## config.mk

```make
export PLATFORM = sky130hd
export DESIGN_NAME = imem_loader
export DESIGN_NICKNAME = d
export VERILOG_FILES = /design/src/rtl/imem_loader.sv
export SDC_FILE = /design/constraint.sdc
export NUM_CORES = 1
export LEC_CHECK = 0
export BUFFER_PORTS_ARGS = -buffer_cell sky130_fd_sc_hd__buf_2
export CORE_MARGIN = 5
export CORE_UTILIZATION = 55
export CTS_CLUSTER_DIAMETER = 40
export DETAILED_ROUTE_END_ITERATION = 7
export PLACE_DENSITY = 0.78
export SETUP_SLACK_MARGIN = 0.02
export SLEW_MARGIN = 20
export SYNTH_ARGS = -nofsm -noshare
export SYNTH_HDL_FRONTEND = slang
export SYNTH_SLANG_ARGS = --single-unit
```

## constraint.sdc

```tcl
create_clock -name i_clk -period 3.8 [get_ports i_clk]
set_input_delay 0.57 -clock i_clk [delete_from_list [all_inputs] [get_ports i_clk]]
set_output_delay 0.57 -clock i_clk [all_outputs]
set_load 0.01 [all_outputs]
```

## src/rtl/imem_loader.sv

```systemverilog
// imem_loader: boot-time instruction memory writer.
// Receives a program image as a byte stream (16-bit word count, then words low byte first),
// writes each assembled little-endian word to sequential word addresses starting at BASE_ADDR,
// and holds the core in reset until the image has fully loaded.
// Optional build macro: IMEM_LOADER_CHECKSUM_EN adds a trailing XOR checksum byte.
module imem_loader #(
    parameter int unsigned DEPTH_WORDS = 64,
    parameter logic [31:0] BASE_ADDR   = 32'h0000_0000
) (
    input  logic        i_clk,
    input  logic        i_rst,
    input  logic        i_start,
    input  logic        i_rx_valid,
    input  logic [7:0]  i_rx_data,
    output logic        o_rx_ready,
    output logic        o_we,
    output logic [31:0] o_addr,
    output logic [31:0] o_wdata,
    output logic        o_core_hold,
    output logic        o_busy,
    output logic        o_done,
    output logic        o_err
);

    // Explicit encodings keep the remaining states stable when CSUM is compiled out.
    typedef enum logic [2:0] {
        StIdle  = 3'd0,
        StLen0  = 3'd1,
        StLen1  = 3'd2,
        StData  = 3'd3,
        StWrite = 3'd4,
`ifdef IMEM_LOADER_CHECKSUM_EN
        StCsum  = 3'd5,
`endif
        StDone  = 3'd6,
        StErr   = 3'd7
    } state_t;

    state_t      r_state;
    state_t      w_state_next;

    logic [15:0] r_len;
    logic [15:0] r_widx;
    logic [1:0]  r_bidx;
    logic [23:0] r_word;
    logic [31:0] r_addr;
    logic [31:0] r_wdata;
`ifdef IMEM_LOADER_CHECKSUM_EN
    logic [7:0]  r_csum;
`endif

    logic        w_accept;
    logic        w_restart;
    logic [15:0] w_len_full;
    logic        w_len_too_big;
    logic        w_last_word;
    logic [31:0] w_word_addr;

    // Handshake and outputs are decoded purely from the state register.
    always_comb begin
        o_rx_ready = 1'b0;
        o_busy     = 1'b0;
        o_we       = 1'b0;
        o_done     = 1'b0;
        o_err      = 1'b0;
        unique case (r_state)
            StLen0, StLen1, StData: begin
                o_rx_ready = 1'b1;
                o_busy     = 1'b1;
            end
`ifdef IMEM_LOADER_CHECKSUM_EN
            StCsum: begin
                o_rx_ready = 1'b1;
                o_busy     = 1'b1;
            end
`endif
            StWrite: begin
                o_we   = 1'b1;
                o_busy = 1'b1;
            end
            StDone:  o_done = 1'b1;
            StErr:   o_err  = 1'b1;
            default: ;
        endcase
    end

    assign o_core_hold = (r_state != StDone);
    assign o_addr      = r_addr;
    assign o_wdata     = r_wdata;

    assign w_accept      = i_rx_valid && o_rx_ready;
    assign w_restart     = i_start &&
                           (r_state == StIdle || r_state == StDone || r_state == StErr);
    assign w_len_full    = {i_rx_data, r_len[7:0]};
    assign w_len_too_big = {16'h0000, w_len_full} > DEPTH_WORDS;
    assign w_last_word   = (r_widx == r_len - 16'd1);
    // Address arithmetic wraps at 32 bits by construction.
    assign w_word_addr   = BASE_ADDR + {14'h0000, r_widx, 2'b00};

    // State register.
    always_ff @(posedge i_clk or posedge i_rst) begin
        if (i_rst) begin
            r_state <= StIdle;
        end else begin
            r_state <= w_state_next;
        end
    end

    // Next-state logic.
    always_comb begin
        w_state_next = r_state;
        unique case (r_state)
            StIdle: begin
                if (i_start) w_state_next = StLen0;
            end
            StLen0: begin
                if (w_accept) w_state_next = StLen1;
            end
            StLen1: begin
                if (w_accept) begin
                    if (w_len_too_big) begin
                        w_state_next = StErr;
                    end else if (w_len_full == 16'h0000) begin
`ifdef IMEM_LOADER_CHECKSUM_EN
                        w_state_next = StCsum;
`else
                        w_state_next = StDone;
`endif
                    end else begin
                        w_state_next = StData;
                    end
                end
            end
            StData: begin
                if (w_accept && r_bidx == 2'd3) w_state_next = StWrite;
            end
            StWrite: begin
                if (w_last_word) begin
`ifdef IMEM_LOADER_CHECKSUM_EN
                    w_state_next = StCsum;
`else
                    w_state_next = StDone;
`endif
                end else begin
                    w_state_next = StData;
                end
            end
`ifdef IMEM_LOADER_CHECKSUM_EN
            StCsum: begin
                if (w_accept) w_state_next = (i_rx_data == r_csum) ? StDone : StErr;
            end
`endif
            StDone, StErr: begin
                if (i_start) w_state_next = StLen0;
            end
            default: w_state_next = StIdle;
        endcase
    end

    // Datapath: length capture, byte-lane assembly, write address/data registers, word index.
    always_ff @(posedge i_clk or posedge i_rst) begin
        if (i_rst) begin
            r_len   <= 16'h0000;
            r_widx  <= 16'h0000;
            r_bidx  <= 2'd0;
            r_word  <= 24'h000000;
            r_addr  <= 32'h0000_0000;
            r_wdata <= 32'h0000_0000;
        end else begin
            if (w_restart) begin
                r_widx <= 16'h0000;
                r_bidx <= 2'd0;
            end
            unique case (r_state)
                StLen0: if (w_accept) r_len[7:0] <= i_rx_data;
                StLen1: if (w_accept) r_len[15:8] <= i_rx_data;
                StData: begin
                    if (w_accept) begin
                        r_bidx <= 2'(r_bidx + 2'd1);
                        unique case (r_bidx)
                            2'd0: r_word[7:0]   <= i_rx_data;
                            2'd1: r_word[15:8]  <= i_rx_data;
                            2'd2: r_word[23:16] <= i_rx_data;
                            2'd3: begin
                                r_wdata <= {i_rx_data, r_word};
                                r_addr  <= w_word_addr;
                            end
                            default: ;
                        endcase
                    end
                end
                StWrite: r_widx <= r_widx + 16'd1;
                default: ;
            endcase
        end
    end

`ifdef IMEM_LOADER_CHECKSUM_EN
    // Running XOR over every accepted data byte; cleared on each new load.
    always_ff @(posedge i_clk or posedge i_rst) begin
        if (i_rst) begin
            r_csum <= 8'h00;
        end else if (w_restart) begin
            r_csum <= 8'h00;
        end else if (r_state == StData && w_accept) begin
            r_csum <= r_csum ^ i_rx_data;
        end
    end
`endif

endmodule

```

# Word level (Yosys, flattened, before mapping)
# Cells that the tools add are included.
# W data, S select, Z words.
# totals
word_cells	66
latch_bits	0
mem_bits_ro	0
output_inout_bits	70
mem_bits_rw	0
inputBits	12
ff_bits	109
mem_count	0
# classes
eq_ne	15
bitwise_logic	0
reduce_logical	19
n_shift	0
mux	18
n_mul	0
n_div	0
order_cmp	1
add_sub_neg	3
# op_table
cell	count
$mux W16	2
$mux W3	7
$add A16 B1 Y16 const B	1
$eq A16 B16 Y1	1
$gt A16 B7 Y1 const B	1
$logic_not A16 Y1	1
$sub A16 B1 Y16 const B	1
$pmux W3 S5	1
$reduce_and A3 Y1	4
$eq A3 B3 Y1 const B	3
$eq A3 B2 Y1 const B	2
$mux W2	3
$ne A2 B2 Y1 const B	3
$reduce_or A3 Y1	2
$mux W1	5
$eq A2 B2 Y1 const B	2
$reduce_and A2 Y1	2
$reduce_and A4 Y1	1
$reduce_or A4 Y1	1
$eq A3 B1 Y1 const B	1
$logic_and A1 B1 Y1	3
$logic_not A3 Y1	1
$ne A3 B3 Y1 const B	1
$add A2 B1 Y2 const B	1
5 further kinds	6

# Logic depth before layout (Yosys ltp)
# Gate-level depths: netlist (run 1).
# depth
word_depth	7
mapped_depth	8
depth_no_buf	8

# Worst setup path after synthesis (run 1)
# OpenSTA, ideal clock, no wires.
# synth_timing
path_kind	flip-flop to flip-flop
start	register r_len[0]
end	register r_state[2]
n_path_buf	0
stages_incl_launch_ff	9
t_arrival_ns	2.186
required_ns	3.724
slack_ns	1.538
path_cell_list	dfrtp_1 > inv_1 > ha_1 > or4b_1 > nor2_1 > xnor3_1 > nand2_1 > or4_1 > o21ai_1
# synth_between
elab_chain_cells	5
elab_cells_between_ends	9
classes_between	add/sub (1); order compare (1); eq/ne (1); mux (5); reduce/logical (1)
# synth_rtl
item	line_no	text
start, declared	42	logic [15:0] r_len;
start signal, assigned	175	StLen0: if (w_accept) r_len[7:0] <= i_rx_data;
parallel branches: the longest is 4 deep, another holds $sub A16 B1 Y16	--	
$pmux W3 S5 *	112	unique case (r_state)
end signal, assigned	103	r_state <= StIdle;
end signal, assigned	105	r_state <= w_state_next;
end, declared	39	state_t r_state;
# Every way passes the cells marked *. The select of a mux whose other input is x is not followed.
# A chain may end at the register's enable or synchronous reset.

# Worst setup path in the final report (run 1)
# Ends and elaborated chain as after synthesis.

==> results.cfg, run 1 <==
[finish]
syn_to_final_growth_pct = 10.47
antenna_cells = 0
nets = 516
drive_gt1_frac = 0.3519
finish.utilization = 0.6256
fillers = 767
final_cells = 632

[cts]
clock_path_buffers = 2
cts_buffers = 9
cts_tree = built
ctsHoldBuffers = 0
ctsResizeCount = 0
root_buffer = clkbuf_8
clk_latency_ns = 0.37
clock-sinks = 109
clkTransAtPathRegs_ns = 0.11
htree_levels = 3
cts_setup_buffers = 0

[logic_synthesis]
synth_top_family_by_area = multiplexers
post-synth-top-area-cell = dfrtp_1
post_synth_xor_area_fraction = 0.03778
synth-async-reset-ratio = 1.000
ys_types = 56
synth.cell_area_mm2 = 0.005233
ys.flop_type = dfrtp_1
synth.avg_cell_area_um2 = 11.97
muxShareOfSynthArea = 0.1844
synthTopCellsByArea = dfrtp_1 (52%), mux2_2 (18%), buf_4 (2.3%), nand2_1 (2.3%), nand3_1 (2.0%)
synth_top_cell_area_share = 0.5213
netlist_instances = 437
yosysSeqAreaShare = 0.5213
ys_ff_latch = 109
synth_edf_count = 0
ys_warn_count = 0
synth-adder-area-share = 0.01435
synthSimpleGateAreaFrac = 0.1229
synth_compound_area_frac = 0.06576

[global_routing]
grt_pass1_wl_um = 18230
grt_max_degree = 58
antenna_found_initial = 0
grt-ovfl-total = 0
grt_pass1_vias = 3617
grtUsageTotal = 0.1999

[placement]
dpl_worst_slack_ns = 1.281
dp_cells = 616
gp_congestion = 0.8923
place_hpwl_um = 7780
portBuffers = 65

[timing]
fin_crit_sh = 0.6743
hold_violations = 0
finalWorstSetupSlack_ns = 1.238
tns_ns = 0
finalCriticalPeriod_ns = 2.562
finClkSkew_ns = 0.009974
drv_slew = 0
rsz0062_at_grt = no
setup_viol = 0
worst_pin_slew_ns = 0.6736
fmax_mhz = 390.3
maxSlewHeadroom = 0.5510

[critical_path]
crit_required_ns = 4.09
reg2reg_slack_ns = 1.24
crit_path_start = r_len[0]
criticalPathCategory = flip-flop to flip-flop
setup.worst_path.end = r_state[2]
slowest_delay_ns = 0.54
crit_family = simple AND/OR/NAND/NOR gates
arrival_ns = 2.86
r2r_end = r_state[2]
slowest_stage = or4_1
worst_setup_path_start_kind = flip-flop
crit_cells = 8
worst_r2r_startpoint = r_len[0]
path_cells = inv_1 > ha_1 > or4b_1 > nor2_1 > xnor3_1 > nand2_1 > or4_1 > o21ai_1
worst-path-max-fanout = 6
reg2regPathDepth = 8
cp.buffers_inverters = 1
end_kind = flip-flop

[drt]
drc_errors = 0
dr.first_iter.drc_count = 179
via_per_inst = 5.582
routed_wl_um = 10860
dr.pass1.iters = 4
drtAntennaViolNets = 0
num_vias = 3528
wire_per_inst_um = 17.19

[power]
power_w = 0.003852
switching_share = 0.3698
clockPowerShare = 0.177
p_sw_w = 0.001424
combPwrFrac = 0.334
vdd_drop_max_mv = 0.3531
intPower_w = 0.002427
power.share.sequential = 0.490
p_leak_nw = 2.860
power_density_mw_per_mm2 = 666.4

[job]
drv_cap = 0

[outcome]
status = complete, no violations

[die]
io-pin-count = 82
coreArea_mm2 = 0.009240
fp.dieArea_mm2 = 0.01156
die_x_um = 107.5
die_h_um = 107.5
initial_utilization = 0.5663
fp-row-count = 35

[hold_path]
hold_class = primary input to async pin
## worst reg2reg max path, stage by stage (launching register included)
cell	delay (ns)
dfrtp_1	0.49
inv_1	0.11
ha_1	0.26
or4b_1	0.47
nor2_1	0.22
xnor3_1	0.17
nand2_1	0.10
or4_1	0.54
o21ai_1	0.14
## cells in the mapped netlist (2+ instances only)
| library cell | instances |
|---|---|
| o211ai_1 | 6 |
| dfrtp_1 | 109 |
| mux2i_1 | 3 |
| nand2_1 | 32 |
| inv_1 | 13 |
| or3_1 | 2 |
| nand4_1 | 7 |
| or4_1 | 2 |
| a21oi_1 | 5 |
| nor2_1 | 14 |
| o21ai_1 | 2 |
| nand3_1 | 21 |
| clkbuf_1 | 8 |
| nor4_4 | 2 |
| o21ai_0 | 18 |
| o31ai_1 | 4 |
| buf_2 | 5 |
| nand2b_1 | 3 |
| buf_4 | 16 |
| mux2_2 | 83 |
| buf_6 | 3 |
| a211o_1 | 2 |
| and3_1 | 5 |
| or2_2 | 2 |
| a31oi_1 | 3 |
| xor2_1 | 9 |
| ha_1 | 6 |
| nor4_1 | 4 |
| nor3_1 | 8 |
| nor2b_1 | 2 |
| xnor2_1 | 11 |
| a311oi_1 | 3 |
## metal layers
layer	global-route usage	wire, µm
met1	0.2683	4808
met2	0.3419	5487
met3	0.02340	416
met4	0.05951	150
met5	0	0
## registers in the layout (all words and copies together) (netlist names)
name / flops
r_word: 24
r_len: 16
r_bidx: 2
r_state: 3
o_addr: 16
r_widx: 16
o_wdata: 32
## layout make-up
type | count | area, µm² | share of cell area
Timing Repair Buffer | 69 | 355.3 | 0.06147
Multi-Input combinational cell | 296 | 2292 | 0.3965
Tap cell | 129 | 161.4 | 0.02792
Sequential cell | 109 | 2728 | 0.4719
Inverter | 13 | 51.30 | 0.008874
Clock inverter | 6 | 65.06 | 0.01126
Clock buffer | 10 | 127.6 | 0.02208
## how the worst min path moves through the flow
stage	cells past startpoint	end
2_1_floorplan	1	o_wdata[0]
3_3_place_gp	2	o_addr[15]
3_5_place_dp	2	o_addr[7]
4_1_cts	2	r_word[2]
5_1_grt	2	r_word[2]
6_report	2	o_wdata[3]
## power groups by stage
stage	Clock, W	Combinational [W]	Sequential, W
2_1_floorplan	0	0.00100	0.00182
3_3_place_gp	0	0.00124	0.00189
3_5_place_dp	0	0.00128	0.00192
4_1_cts	0.000693	0.00129	0.00189
5_1_grt	0.000744	0.00143	0.00195
6_report	0.000681	0.00128	0.00189
## per-stage QoR
stage	hold WS (ns)	area, µm²
6_report	0.2890	5781
5_1_grt	0.3390	5781
4_1_cts	0.3192	5776
3_5_place_dp	0.4744	5583
3_3_place_gp	0.4643	5583
2_1_floorplan	0.4750	5289
## logic make-up after synthesis
| kind of cell | count (synthesis) |
|---|---|
| xor+xnor | 21 |
| compound gates | 52 |
| other cells | 1 |
| mux | 86 |
| flops | 109 |
| fa+ha+maj | 6 |
| buf+inv | 47 |
| simple gates | 115 |
## layout by cell type, fill, tap and decap left out, types with 3 or more instances in the layout
master,synthesis,routed
nor4_1,4,4
mux2_2,83,83
nand2b_1,3,3
o211ai_1,6,6
ha_1,6,6
buf_4,16,4
nand3_1,21,21
and3_1,5,5
xor2_1,9,9
buf_2,5,65
xnor2_1,11,11
o31ai_1,4,4
nor2_1,14,14
nor3_1,8,8
a31oi_1,3,3
nand2_1,32,31
mux2i_1,3,3
a21oi_1,5,5
o21ai_0,18,18
conb_1,1,16
dfrtp_1,109,109
clkbuf_8,0,9
nand4_1,7,7
inv_1,13,12
a311oi_1,3,3
Note: power is estimated with default switching activity, not from simulation.
==> inputs of run 2 (changes only) <==
--- a/config.mk
+++ b/config.mk
@@ -7,10 +7,10 @@
 export LEC_CHECK = 0
 export BUFFER_PORTS_ARGS = -buffer_cell sky130_fd_sc_hd__buf_2
 export CORE_MARGIN = 5
-export CORE_UTILIZATION = 55
+export CORE_UTILIZATION = 51
 export CTS_CLUSTER_DIAMETER = 40
 export DETAILED_ROUTE_END_ITERATION = 7
-export PLACE_DENSITY = 0.78
+export PLACE_DENSITY = 0.76
 export SETUP_SLACK_MARGIN = 0.02
 export SLEW_MARGIN = 20
 export SYNTH_ARGS = -nofsm -noshare
==> constraint.sdc (replaced) <==
create_clock -name i_clk -period 2.3 [get_ports i_clk]
set_input_delay 0.345 -clock i_clk [delete_from_list [all_inputs] [get_ports i_clk]]
set_output_delay 0.345 -clock i_clk [all_outputs]
set_load 0.01 [all_outputs]
==> results.cfg, run 2 (synthesis results as in run 1) <==
[timing]
finalCriticalPeriod_ns = 2.167
rsz0062_at_grt = no
fmax_mhz = 461.4
setup_viol = 0
worst_pin_slew_ns = 0.6982
maxSlewHeadroom = 0.5336
tns_ns = 0
fin_crit_sh = 0.9424
finClkSkew_ns = 0.009813
drv_slew = 0
finalWorstSetupSlack_ns = 0.1326
hold_violations = 0

[die]
io-pin-count = 82
coreArea_mm2 = 0.01018
die_h_um = 111.3
fp.dieArea_mm2 = 0.01239
die_x_um = 111.3
initial_utilization = 0.5138
fp-row-count = 37

[cts]
htree_levels = 3
clock_path_buffers = 2
clock-sinks = 109
clk_latency_ns = 0.37
cts_buffers = 9
cts_tree = built
clkTransAtPathRegs_ns = 0.10
root_buffer = clkbuf_8

[drt]
dr.first_iter.drc_count = 146
routed_wl_um = 11020
dr.pass1.iters = 4
drc_errors = 0
wire_per_inst_um = 16.77
via_per_inst = 5.466
drtAntennaViolNets = 0
num_vias = 3591

[critical_path]
criticalPathCategory = flip-flop to flip-flop
worst-path-max-fanout = 5
reg2regPathDepth = 9
crit_cells = 9
worst_setup_path_start_kind = flip-flop
end_kind = flip-flop
cp.buffers_inverters = 2
arrival_ns = 2.48
crit_required_ns = 2.61
slowest_stage = dfrtp_1
path_cells = inv_2 > ha_2 > buf_4 > nor4b_4 > nand4b_1 > mux2_2 > nand3_1 > a21o_1 > o21ai_1
crit_family = simple AND/OR/NAND/NOR gates
slowest_delay_ns = 0.41

[global_routing]
grtUsageTotal = 0.1846
grt-ovfl-total = 0
antenna_found_initial = 0
grt_max_degree = 44
grt_pass1_wl_um = 18680
grt_pass1_vias = 3738

[placement]
gp_congestion = 0.9078
place_area_mm2 = 0.005766
place_hpwl_um = 8193
portBuffers = 65
dpl_worst_slack_ns = 0.07544

[finish]
layout_common_cells = dfrtp_1 (109), mux2_2 (83), buf_2 (65)
finalInstanceArea_mm2 = 0.005981
syn_to_final_growth_pct = 14.30
fillers = 861
finish.utilization = 0.5872
nets = 535
drive_gt1_frac = 0.3877
mostFrequentLayoutCell = dfrtp_1
largest_reg_flops = 32
antenna_cells = 0

[outcome]
status = complete, no violations

[power]
power_density_mw_per_mm2 = 1085
p_leak_nw = 2.934
vdd_drop_max_mv = 0.5301

[job]
drv_cap = 0

[hold_path]
hold_class = primary input to async pin
[run 2: routing by layer]
layer	vias up	track usage	routed length, µm
met4	0	0.05596	199
met1	1809	0.2434	4904
met2	78	0.3084	5488
met5	-	0	0
li1	1687	-	-
met3	17	0.03712	427
[run 2: worst paths after layout]
kind / startpoint / to / slack, ns
hold reg to reg: o_addr[16] / o_addr[16] / 0.48
min in group i_clk: i_rx_data[1] / r_len[1] / 0.26
setup / recovery: r_len[0] / r_state[2] / 0.13
max in group asynchronous: i_rst / o_wdata[20] / 1.62
setup reg to reg: r_len[0] / r_state[2] / 0.13
hold / removal: i_rst / o_wdata[11] / 0.06
[run 2: cell type report]
class	instances	area, µm²	share of cell area
Clock buffer	11	131.4	0.02197
Clock inverter	4	35.03	0.005858
Inverter	13	52.55	0.008787
Multi-Input combinational cell	296	2328	0.3893
Sequential cell	109	2728	0.4561
Tap cell	136	170.2	0.02845
Timing Repair Buffer	88	535.5	0.08954
[run 2: stage by stage]
stage	hold WS [ns]	total power [W]	instances
5_1_grt	0.09873	0.006944	657
6_report	0.06367	0.006491	657
3_5_place_dp	0.4653	0.005430	641
4_1_cts	0.06780	0.006471	656
2_1_floorplan	0.4618	0.004670	452
3_3_place_gp	0.4643	0.005308	641
[run 2: where the power goes]
part	internal [W]	leakage (nW)	switching, W
combinational	0.00123	1.42	0.00119
sequential	0.00250	1.44	0.000537
clock	0.000399	0.0775	0.000641
total	0.00413	2.93	0.00237
[run 2: what timing repair did]
item | 4_1_cts | 5_1_grt
gates resized for setup | 0 | 10
hold buffers | 0 | 0
setup endpoints to repair | 0 | 2
buffers inserted | 0 | 1
==> inputs of run 3 (changes only) <==
--- a/config.mk
+++ b/config.mk
@@ -5,6 +5,7 @@
 export SDC_FILE = /design/constraint.sdc
 export NUM_CORES = 1
 export LEC_CHECK = 0
+export ABC_AREA = 1
 export BUFFER_PORTS_ARGS = -buffer_cell sky130_fd_sc_hd__buf_2
 export CORE_MARGIN = 5
 export CORE_UTILIZATION = 51
==> results.cfg, run 3 <==
[cts]
clock_path_buffers = 2
clock-sinks = 109
clk_latency_ns = 0.38
cts_tree = built
clkTransAtPathRegs_ns = 0.10
htree_levels = 3
cts_buffers = 9
root_buffer = clkbuf_8

[logic_synthesis]
synthTopCellsByCount = nand2_1 (164), dfrtp_1 (109), o21ai_0 (74), inv_1 (66), nor2_1 (37)
netlist_instances = 612
synth_edf_count = 0
synthTopCellsByArea = dfrtp_1 (51%), nand2_1 (12%), o21ai_0 (6.9%), mux2_2 (4.9%), inv_1 (4.6%)
synth.avg_cell_area_um2 = 8.711
yosysSeqAreaShare = 0.5116
ys_types = 36
post-synth-top-area-cell = dfrtp_1
ys_warn_count = 0
synth.cell_area_mm2 = 0.005331
ys.flop_type = dfrtp_1
synth-async-reset-ratio = 1.000
ys_ff_latch = 109
synth_top_cell_area_share = 0.5116
yosysMostFrequentCell = nand2_1

[placement]
gp_congestion = 0.8633
place_hpwl_um = 8778
portBuffers = 65

[drt]
drtAntennaViolNets = 0
num_vias = 4206
wire_per_inst_um = 14.35
drc_errors = 0
dr.pass1.iters = 4
dr.first_iter.drc_count = 250
via_per_inst = 5.098
routed_wl_um = 11840

[critical_path]
crit_path_start = r_len[0]
reg2reg_slack_ns = 0.32
arrival_ns = 2.25
criticalPathCategory = flip-flop to flip-flop
end_kind = flip-flop
setup.worst_path.end = r_state[0]
worst_setup_path_start_kind = flip-flop
reg2regPathDepth = 17
crit_required_ns = 2.57
worst_r2r_startpoint = r_len[0]
crit_path_frequent_cell = nand2_1
slowest_delay_ns = 0.40
slowest_stage = dfrtp_1
r2r_end = r_state[0]
worst-path-max-fanout = 9
path_cells = inv_1 > ha_1 > nand2_2 > nor2_8 > nand2_1 > nand2_1 > nand2_1 > nand2_1 > nand2_1 > inv_1 > nand2_1 > nor2_2 > nand2_1 > nand2_1 > nand2_1 > nand2_1 > nand2_1

[die]
coreArea_mm2 = 0.01028
fp-row-count = 37
fp.dieArea_mm2 = 0.01260
die_h_um = 112.2
io-pin-count = 82
die_x_um = 112.2
initial_utilization = 0.5187

[global_routing]
grt_pass1_vias = 4119
grt_pass1_wl_um = 20180
grt-ovfl-total = 0
grt_max_degree = 67
antenna_found_initial = 0
grtUsageTotal = 0.1967

[timing]
finClkSkew_ns = 0.01203
fin_crit_sh = 0.8588
rsz0062_at_grt = no
drv_slew = 0
worst_pin_slew_ns = 0.5527
fmax_mhz = 506.2
setup_viol = 0
hold_violations = 0
tns_ns = 0
finalCriticalPeriod_ns = 1.975
maxSlewHeadroom = 0.6305

[finish]
nets = 703
largest_reg_flops = 32
syn_to_final_growth_pct = 13.00
mostFrequentLayoutCell = nand2_1
antenna_cells = 0
drive_gt1_frac = 0.2061
finish.utilization = 0.5862
layout_common_cells = nand2_1 (164), dfrtp_1 (109), o21ai_0 (74)

[outcome]
status = complete, no violations

[hold_path]
min_from = i_start
hold_class = primary input to flip-flop

[power]
vdd_drop_max_mv = 0.3717
p_leak_nw = 3.237
power_density_mw_per_mm2 = 990.4

[job]
drv_cap = 0
==> run 3: area by class of cell <==
cell class / instances / area (µm²)
fillers: 943 / 4253
clock inverters: 5 / 88.84
repair buffers: 78 / 437.9
flip-flops and latches: 109 / 2728
multi-input cells: 418 / 2200
well taps: 136 / 170.2
clock buffers: 10 / 137.6
inverters: 69 / 262.8
==> run 3: worst min path at each step <==
stage / to / slack [ns] / depth (start not counted)
2_1_floorplan: r_word[0] / 0.45 / 2
3_3_place_gp: o_wdata[20] / 0.38 / 2
3_5_place_dp: o_wdata[21] / 0.39 / 2
4_1_cts: r_state[2] / 0.30 / 4
5_1_grt: r_state[2] / 0.34 / 4
6_report: r_state[2] / 0.33 / 4
==> run 3: logic make-up (layout without fill, tap and decap cells) <==
logic type,count (synthesis),count (layout),share of synthesized area
adder cells (fa/ha/maj),6,6,0.01408
buffers and inverters,100,162,0.08637
multiplexers,25,25,0.05280
flip-flops,109,109,0.5116
XOR/XNOR,8,8,0.01314
other,1,16,0.0007034
AO/OA/AOI/OAI,98,98,0.09716
AND/OR/NAND/NOR,265,265,0.2241
==> run 3: metal layers <==
metal,track usage,vias up,routed length [µm]
met1,0.2622,2004,5279
met2,0.3258,100,5710
met3,0.03181,15,595
met5,0,-,0
li1,-,2087,-
met4,0.07212,0,254
==> run 3: critical path, delay by kind of cell, from the launching register on <==
| family | cells | cell delay (ns) |
|---|---|---|
| buf+inv | 2 | 0.21 |
| simple gates | 14 | 1.02 |
| flops | 1 | 0.40 |
| fa+ha+maj | 1 | 0.23 |
==> run 3: timing repair <==
| item | in CTS | in global routing |
|---|---|---|
| gates resized for setup | 0 | 0 |
| hold buffers | 1 | 0 |
| setup buffers | 0 | 0 |
| hold endpoints to repair | 18 | 0 |
==> run 3: power breakdown <==
group          internal (W)  total [W]  leakage (nW)  switching [W]
registers           0.00228    0.00262          1.48       0.000338
clock network      0.000653    0.00132         0.115       0.000671
logic              0.000700    0.00202          1.64        0.00132
total               0.00364    0.00597          3.24        0.00233
==> run 3: metrics by stage <==
stage | setup WS (ns) | area [µm²] | total power [W] | cells | hold WS, ns
floorplan | 0.5568 | 5391 | 0.004154 | 627 | 0.4461
global placement | 0.4477 | 5788 | 0.004566 | 809 | 0.3824
detailed placement | 0.3794 | 5788 | 0.004660 | 809 | 0.3882
CTS | 0.3322 | 6025 | 0.005997 | 825 | 0.3021
global route | 0.1053 | 6025 | 0.006470 | 825 | 0.3367
finish | 0.3247 | 6025 | 0.005967 | 825 | 0.3263
